[config.mk]
export PLATFORM = sky130hd
export DESIGN_NAME = uart_rx
export DESIGN_NICKNAME = d
export VERILOG_FILES = /design/src/rtl/uart_pkg.sv /design/src/rtl/data_sampling.sv /design/src/rtl/uart_rx.sv
export SDC_FILE = /design/constraint.sdc
export NUM_CORES = 1
export LEC_CHECK = 0
export CELL_PAD_IN_SITES_DETAIL_PLACEMENT = 1
export CELL_PAD_IN_SITES_GLOBAL_PLACEMENT = 2
export CORE_AREA = 2 2 78 80
export CTS_BUF_LIST = sky130_fd_sc_hd__clkbuf_2
export CTS_CLUSTER_DIAMETER = 60
export DETAILED_ROUTE_END_ITERATION = 12
export DIE_AREA = 0 0 80 82
export GPL_TIMING_DRIVEN = 0
export PLACE_DENSITY_LB_ADDON = 0.25
export SLEW_MARGIN = 10
export SYNTH_ARGS = -nofsm -noshare
export SYNTH_HDL_FRONTEND = slang
export SYNTH_SLANG_ARGS = --single-unit
[constraint.sdc]
create_clock -name CLK -period 2.7 [get_ports CLK]
set_clock_uncertainty 0.05 [all_clocks]
set_input_delay 0.81 -clock CLK [delete_from_list [all_inputs] [get_ports CLK]]
set_output_delay 0.81 -clock CLK [all_outputs]
set_load 0.01 [all_outputs]
[src/rtl/uart_pkg.sv]
// Shared UART definitions: FSM state encoding and the supported oversampling ratios.
package uart_pkg;

    typedef enum logic [2:0] {
        IDLE,
        START,
        DATA,
        PARITY,
        STOP
    } uart_state_e;

    localparam logic [5:0] PRESCALE_8  = 6'd8;
    localparam logic [5:0] PRESCALE_16 = 6'd16;
    localparam logic [5:0] PRESCALE_32 = 6'd32;

    // Unsupported ratios fall back to 8 so the bit-period counter always wraps.
    function automatic logic [5:0] legal_prescale(input logic [5:0] p);
        return (p == PRESCALE_8 || p == PRESCALE_16 || p == PRESCALE_32) ? p : PRESCALE_8;
    endfunction

endpackage

[src/rtl/data_sampling.sv]
// Three-point majority sampler: captures RX_IN around mid-bit and votes.
module data_sampling (
    input  logic       CLK,
    input  logic       RST,
    input  logic       RX_IN,
    input  logic [5:0] edge_cnt,
    input  logic [5:0] Prescale,
    output logic       sampled_bit
);

    logic [5:0] mid;
    logic [2:0] samples;

    assign mid = Prescale >> 1;

    always_ff @(posedge CLK or posedge RST) begin
        if (RST) begin
            samples <= '0;
        end else begin
            if (edge_cnt == mid - 6'd1) samples[0] <= RX_IN;
            if (edge_cnt == mid)        samples[1] <= RX_IN;
            if (edge_cnt == mid + 6'd1) samples[2] <= RX_IN;
        end
    end

    // All three samples are registered well before edge_cnt reaches Prescale-1.
    assign sampled_bit = (samples[0] & samples[1]) |
                         (samples[0] & samples[2]) |
                         (samples[1] & samples[2]);

endmodule

[src/rtl/uart_rx.sv]
// UART receiver: oversampled start/data/parity/stop framing with one-cycle status pulses.
module uart_rx
    import uart_pkg::*;
#(
    parameter int DATA_WIDTH = 8
) (
    input  logic                  CLK,
    input  logic                  RST,
    input  logic                  RX_IN,
    input  logic                  PAR_EN,
    input  logic                  PAR_TYP,
    input  logic [5:0]            Prescale,
    output logic [DATA_WIDTH-1:0] P_DATA,
    output logic                  Data_Valid,
    output logic                  Par_Err,
    output logic                  Stop_Err
);

    localparam int BW = $clog2(DATA_WIDTH) + 1;
    localparam logic [BW-1:0] LAST_BIT = BW'(DATA_WIDTH - 1);

    uart_state_e   state;
    logic [5:0]    edge_cnt;
    logic [5:0]    prescale_r;
    logic [BW-1:0] bit_cnt;
    logic          par_en_r;
    logic          par_typ_r;
    logic          par_fail;
    logic          sampled_bit;
    logic          bit_end;

    assign bit_end = (edge_cnt == prescale_r - 6'd1);

    data_sampling u_sampler (
        .CLK        (CLK),
        .RST        (RST),
        .RX_IN      (RX_IN),
        .edge_cnt   (edge_cnt),
        .Prescale   (prescale_r),
        .sampled_bit(sampled_bit)
    );

    // NOTE: all state is updated with non-blocking assignments so every branch
    // below reads the pre-edge values, regardless of statement order.
    always_ff @(posedge CLK or posedge RST) begin
        if (RST) begin
            state      <= IDLE;
            edge_cnt   <= '0;
            bit_cnt    <= '0;
            P_DATA     <= '0;
            Data_Valid <= 1'b0;
            Par_Err    <= 1'b0;
            Stop_Err   <= 1'b0;
            par_fail   <= 1'b0;
            par_en_r   <= 1'b0;
            par_typ_r  <= 1'b0;
            prescale_r <= PRESCALE_8;
        end else begin
            Data_Valid <= 1'b0;
            Par_Err    <= 1'b0;
            Stop_Err   <= 1'b0;
            edge_cnt   <= bit_end ? 6'd0 : edge_cnt + 6'd1;

            case (state)
                IDLE: begin
                    edge_cnt <= '0;
                    // The falling-edge cycle itself is edge 0 of the start bit.
                    if (!RX_IN) begin
                        state      <= START;
                        edge_cnt   <= 6'd1;
                        par_en_r   <= PAR_EN;
                        par_typ_r  <= PAR_TYP;
                        prescale_r <= legal_prescale(Prescale);
                        par_fail   <= 1'b0;
                    end
                end
                START: begin
                    if (bit_end) begin
                        if (sampled_bit) begin
                            state <= IDLE;
                        end else begin
                            state   <= DATA;
                            bit_cnt <= '0;
                        end
                    end
                end
                DATA: begin
                    if (bit_end) begin
                        P_DATA  <= {sampled_bit, P_DATA[DATA_WIDTH-1:1]};
                        bit_cnt <= bit_cnt + 1'b1;
                        if (bit_cnt == LAST_BIT) state <= par_en_r ? PARITY : STOP;
                    end
                end
                PARITY: begin
                    if (bit_end) begin
                        if (sampled_bit != (^P_DATA ^ par_typ_r)) par_fail <= 1'b1;
                        state <= STOP;
                    end
                end
                STOP: begin
                    if (bit_end) begin
                        if (!sampled_bit)  Stop_Err   <= 1'b1;
                        else if (par_fail) Par_Err    <= 1'b1;
                        else               Data_Valid <= 1'b1;
                        // A low line here is already the next frame's start bit.
                        if (!RX_IN) begin
                            state      <= START;
                            edge_cnt   <= 6'd1;
                            par_en_r   <= PAR_EN;
                            par_typ_r  <= PAR_TYP;
                            prescale_r <= legal_prescale(Prescale);
                            par_fail   <= 1'b0;
                        end else begin
                            state <= IDLE;
                        end
                    end
                end
                default: state <= IDLE;
            endcase
        end
    end

endmodule

# Word level (Yosys, flattened, before mapping)
# Index checks and enable logic that the tools add are counted.
# totals
reg_bits	36
inputBits	11
output_inout_bits	11
wordCells	103
# classes
addsub	5
eq_ne	21
mux	45
bitwise	6
n_reduce_logical	12
# op_table
op	count
$mux 6	6
$pmux 6 s2	2
$mux 1	21
$mux 3	7
$eq 6x6->1	3
$ne 2x2->1 const B	8
$pmux 3 s5	1
$mux 4	3
$pmux 4 s2	1
$reduce_and 4->1	2
$reduce_xor 8->1	1
$add 5x1->6 const B	1
$add 6x1->6 const B	1
$eq 3x2->1 const B	2
$eq 6x4->1 const B	1
$eq 6x5->1	1
$eq 6x5->1 const B	1
$eq 6x6->1 const B	1
$reduce_and 6->1	1
$sub 5x1->6 const B	1
$sub 6x1->6 const B	1
$add 4x1->4 const B	1
$eq 4x3->1 const B	1
$pmux 1 s2	2
13 further kinds	19

# Longest topological paths before layout
# logic_depth
word_depth	7
ltp_mapped	9
depth_no_buf	8

# By module
# A second synthesis with hierarchy kept.
# unflattened
hier_cells	204
area_unflattened_um2	2234.6
# by_module_without_submodules
module	n_inst	cells_each	area_each_um2	seq_area_each_um2
uart_rx	1	152	1791.7	827.0
data_sampling	1	52	442.9	75.1

# Least setup slack after synthesis
# Ideal clock, no wire load.
# synth_timing
kind	flip-flop to flip-flop
start	reg prescale_r[2]
end	reg par_en_r
setup_ps	125
t_arrival_ps	2034
required_time_ps	2525
setup_slack_ps	491
path_stages_with_launch	10
n_path_buf	1
synth_period_minus_slack_ps	2209
path_cell_list	dfrtp_1 -> inv_1 -> ha_1 -> nor3b_4 -> nand2_1 -> xnor2_2 -> nand4_2 -> a21bo_1 -> buf_6 -> mux2_4
# synth_between
elab_chain_cells	4
# synth_lines
item	line_no	rtl
start, declared	uart_rx.sv:24	logic [5:0] prescale_r;
start signal, assigned	uart_rx.sv:73	prescale_r <= legal_prescale(Prescale);
start signal, assigned	uart_rx.sv:111	prescale_r <= legal_prescale(Prescale);
$sub 6x1->6	uart_rx.sv:32	assign bit_end = (edge_cnt == prescale_r - 6'd1);
$eq 6x6->1	uart_rx.sv:32	
$ne 2x2->1 (no source line)	n/a	
$reduce_and 2->1 (no source line)	n/a	
end signal, assigned	uart_rx.sv:55	par_en_r <= 1'b0;
end signal, assigned	uart_rx.sv:71	par_en_r <= PAR_EN;
end signal, assigned	uart_rx.sv:109	par_en_r <= PAR_EN;
end, declared	uart_rx.sv:26	logic par_en_r;
# Every way passes these cells.
# A chain may end at the register's enable or synchronous reset.

# Worst setup path in the final report
# layout_timing
start	reg prescale_r[1]
end	reg prescale_r[4]
# layout_between
elab_chain_cells	4
# layout_lines
item	line_no
$sub 6x1->6	uart_rx.sv:32
$eq 6x6->1	uart_rx.sv:32
$ne 2x2->1 (no source line)	n/a
$reduce_and 2->1 (no source line)	n/a
# Every way passes these cells.

==> summary.md <==
| Metric | Value |
|---|---|
| Status | `finished, final reports clean` |
| Crit-path max FO | `9` |
| Final hold viol count | `0` |
| Antenna Cells | `0` |
| Hold path startpoint | `bit_cnt[3]$_DFFE_PP0P_` |
| Initial Util | `0.3761` |
| Worst slew margin | `0.4895` |
| Design Area, Final | `2511 um^2` |
| Commonest non-fill, non-tap cell in the layout | `dfrtp_1` |
| Clock Latency Late Sink | `0.40 ns` |
| Fin crit share | `0.9368` |
| Initial antenna violation count | `0` |
| Static leakage | `1.078 nW` |
| Avg Cell Area, Syn | `roughly 11 um^2` |
| FF-to-FF setup slack | `around 0.17 ns` |
| Hold-fix buffers at CTS | `0` |
| Resized Gates After CTS | `0` |
| Clk pin slew, worst setup/hold paths | `0.21 ns` |
| Nets@finish | `246` |
| Fmax | `395.3 MHz` |
| CTS Sinks | `36` |
| Root buffer cell | `clkbuf_2` |
| Critical path data arrival time | `2.77 ns` |
| Tightest Pin Transition | `0.7646 ns` |
| Reg-to-Reg Start | `prescale_r[1]$_DFFE_PP0P_` |
| Cell count after synthesis | `201` |
| All-layer global routing usage | `0.1467` |
| Sequential area share after synthesis | `0.4175` |
| Post-synth EDFFs | `0` |
| Async SR Flop Fraction | `1.000` |
| Crit start category | `register` |
| MaxCap Viol Count | `0` |
| Most area-hungry cell type in the Yosys netlist | `dfrtp_1` |
| Largest net degree at the start of global routing | `37` |
| Endpoints failing setup | `0` |
| Starting DRT DRC Count | `a little under 80` |
| Die area | `6560 um^2` |
| Deepest clock path buffer count | `2` |
| Worst Setup End Kind | `register` |
| HP Class | `reg2reg` |
| Core Util, Final | `0.4371` |
| CTS tree | `built` |
| Share of cells above drive strength 1 | `0.1652` |
| Worst Path Required | `2.94 ns` |
| Rows | `28` |
| Vias per cell | `5.092` |
| Pre-CTS setup slack | `0.1012 ns` |
| Pre-Repair DR Iteration Count | `5` |
| Routed wire length | `around 4400 um` |
| Yosys reg bits | `36` |
| Slew Limit Fails | `0` |
| H-tree level count | `2` |
| Total CTS buffers | `5` |
| Hold Path Depth | `1` |
| First-pass GRT wire length | `7410 um` |
| Dpl hpwl | `roughly 3200 um` |
| Postcts setup bufs | `0` |
| Synth area leaders | `dfrtp_1 41%, xnor2_1 9.7%, mux2_2 6.3%` |
| Vias in the first global route | `1511` |
| Hold path endpoint | `bit_cnt[3]$_DFFE_PP0P_` |
| Final setup margin | `0.1706 ns` |
| GRT overflow | `0` |
| Post-synthesis instance area | `2161 um^2` |
| DRC Markers | `0` |
| Critical path class | `reg2reg` |
| Ports | `22` |
| Most frequent cells in the layout | `35 x dfrtp_1, 24 x xnor2_1, 21 x clkdlybuf4s50_1` |
| DRT antenna net count | `0` |
| Port bufs | `21` |
| Die width | `80 um` |
| Vias post-DR | `1553` |
| PD cells | `between 700 and 800 nW/um^2` |
| Drt wl/cell | `14.30 um` |
| Unique cell type count in the Yosys netlist | `51` |
| Minimum clock period | `2.529 ns` |
| RSZ-0062 raised after global routing | `false` |
| RR Endpoint | `prescale_r[4]$_DFFE_PP0P_` |
| Post-synth top area share | `0.4053` |
| Peak supply drop | `0.3132 mV` |
| Hold Slack | `0.4589 ns` |
| Synth Net Count | `about 220` |
| Area growth, synth to finish | `16.21%` |
| Reg2reg path depth | `8` |
| Setup TNS | `0 ns` |
| Ys flop type | `dfrtp_1` |
| Instance area at placement | `2465 um^2` |
| Routability congestion estimate | `approximately 0.74` |
| Synth warnings | `0` |
| Core footprint | `5746 um^2` |
| Chip height | `82 um` |
report_power, final:
part	internal (W)	switching, W
logic	0.000400	0.000428
clock network	0.0000646	0.000191
registers	0.000646	0.0000857
worst max-delay path by stage:
stage               slack, ns                       from                        end
floorplan                0.49  prescale_r[2]$_DFFE_PP0P_       par_en_r$_DFFE_PP0P_
global placement         0.13  prescale_r[2]$_DFFE_PP0P_      P_DATA[5]$_DFFE_PP0P_
detailed placement       0.10  prescale_r[1]$_DFFE_PP0P_      P_DATA[0]$_DFFE_PP0P_
CTS                      0.08  prescale_r[1]$_DFFE_PP0P_      P_DATA[0]$_DFFE_PP0P_
global route            0.009  prescale_r[1]$_DFFE_PP0P_  prescale_r[5]$_DFFE_PP0P_
finish                   0.17  prescale_r[1]$_DFFE_PP0P_  prescale_r[4]$_DFFE_PP0P_
flip-flops by register name, summed over array words and instances (netlist names):
name / count
par_fail: 1
Data_Valid: 1
edge_cnt: 6
P_DATA: 8
par_en_r: 1
par_typ_r: 1
Par_Err: 1
state: 3
prescale_r: 6
bit_cnt: 4
Stop_Err: 1
u_sampler.samples: 3
routing by layer:
| layer | share of wire | vias up | routed length (um) | global-route usage |
|---|---|---|---|---|
| li1 | - | 759 | - | - |
| met1 | 0.49 | 762 | 2137 | 0.2025 |
| met2 | 0.47 | 26 | 2029 | 0.2267 |
| met3 | 0.031 | 6 | 136 | 0.03626 |
| met4 | 0.013 | 0 | 57 | 0.04576 |
| met5 | 0 | - | 0 | 0 |
kinds of logic (layout without fill, tap and decap cells):
kind of cell / count (synthesis) / in the layout / synth area share
DFF: 36 / 36 / 0.4175
buffers and inverters: 18 / 47 / 0.04458
adders and majority gates: 7 / 7 / 0.03937
AOI/OAI and AO/OA: 30 / 30 / 0.1077
and+or+nand+nor: 60 / 60 / 0.1517
xor gates and xnor gates: 32 / 32 / 0.1395
muxes: 18 / 18 / 0.09960
Yosys cell counts, types with 2 or more instances:
master / instances
and2_1: 4
ha_1: 6
and3_1: 2
o21ai_0: 5
nand2b_1: 6
xnor2_1: 24
nor2_1: 16
mux2i_1: 2
o21bai_1: 2
xor2_1: 6
a22o_1: 3
clkbuf_1: 3
nand3_1: 6
buf_4: 3
a21oi_1: 3
a31oi_1: 2
inv_1: 8
o211ai_1: 3
buf_6: 2
mux2_4: 4
dfrtp_1: 35
nor3_1: 6
nor3b_1: 2
nor2b_1: 2
a32o_1: 2
nand2_1: 8
mux2_2: 12
worst max-delay path, cell delays in order (launching register included):
cell and delay [ns]:
dfrtp_1 0.54, inv_1 0.13, ha_1 0.30, xnor2_1 0.14
a311oi_2 0.28, nand4_2 0.27, a21bo_1 0.28, buf_6 0.15
mux2_4 0.29
cell type report:
cell class / instances / area (um^2)
inverter: 8 / 30.03
sequential: 36 / 902.1
multi-input combinational: 147 / 1167
timing repair buffer: 21 / 210.2
clock inverter: 2 / 11.26
tap: 75 / 93.84
clock buffer: 6 / 30.03
buffer: 10 / 66.31
fill: 660 / 3234
through the flow:
step | total power, W | instances
after global routing | 0.001965 | 305
final | 0.001815 | 305
after detailed placement | 0.001575 | 297
after floorplan | 0.001392 | 201
after global placement | 0.001570 | 297
after CTS | 0.001839 | 305
Power figures use the tool's default switching activity.
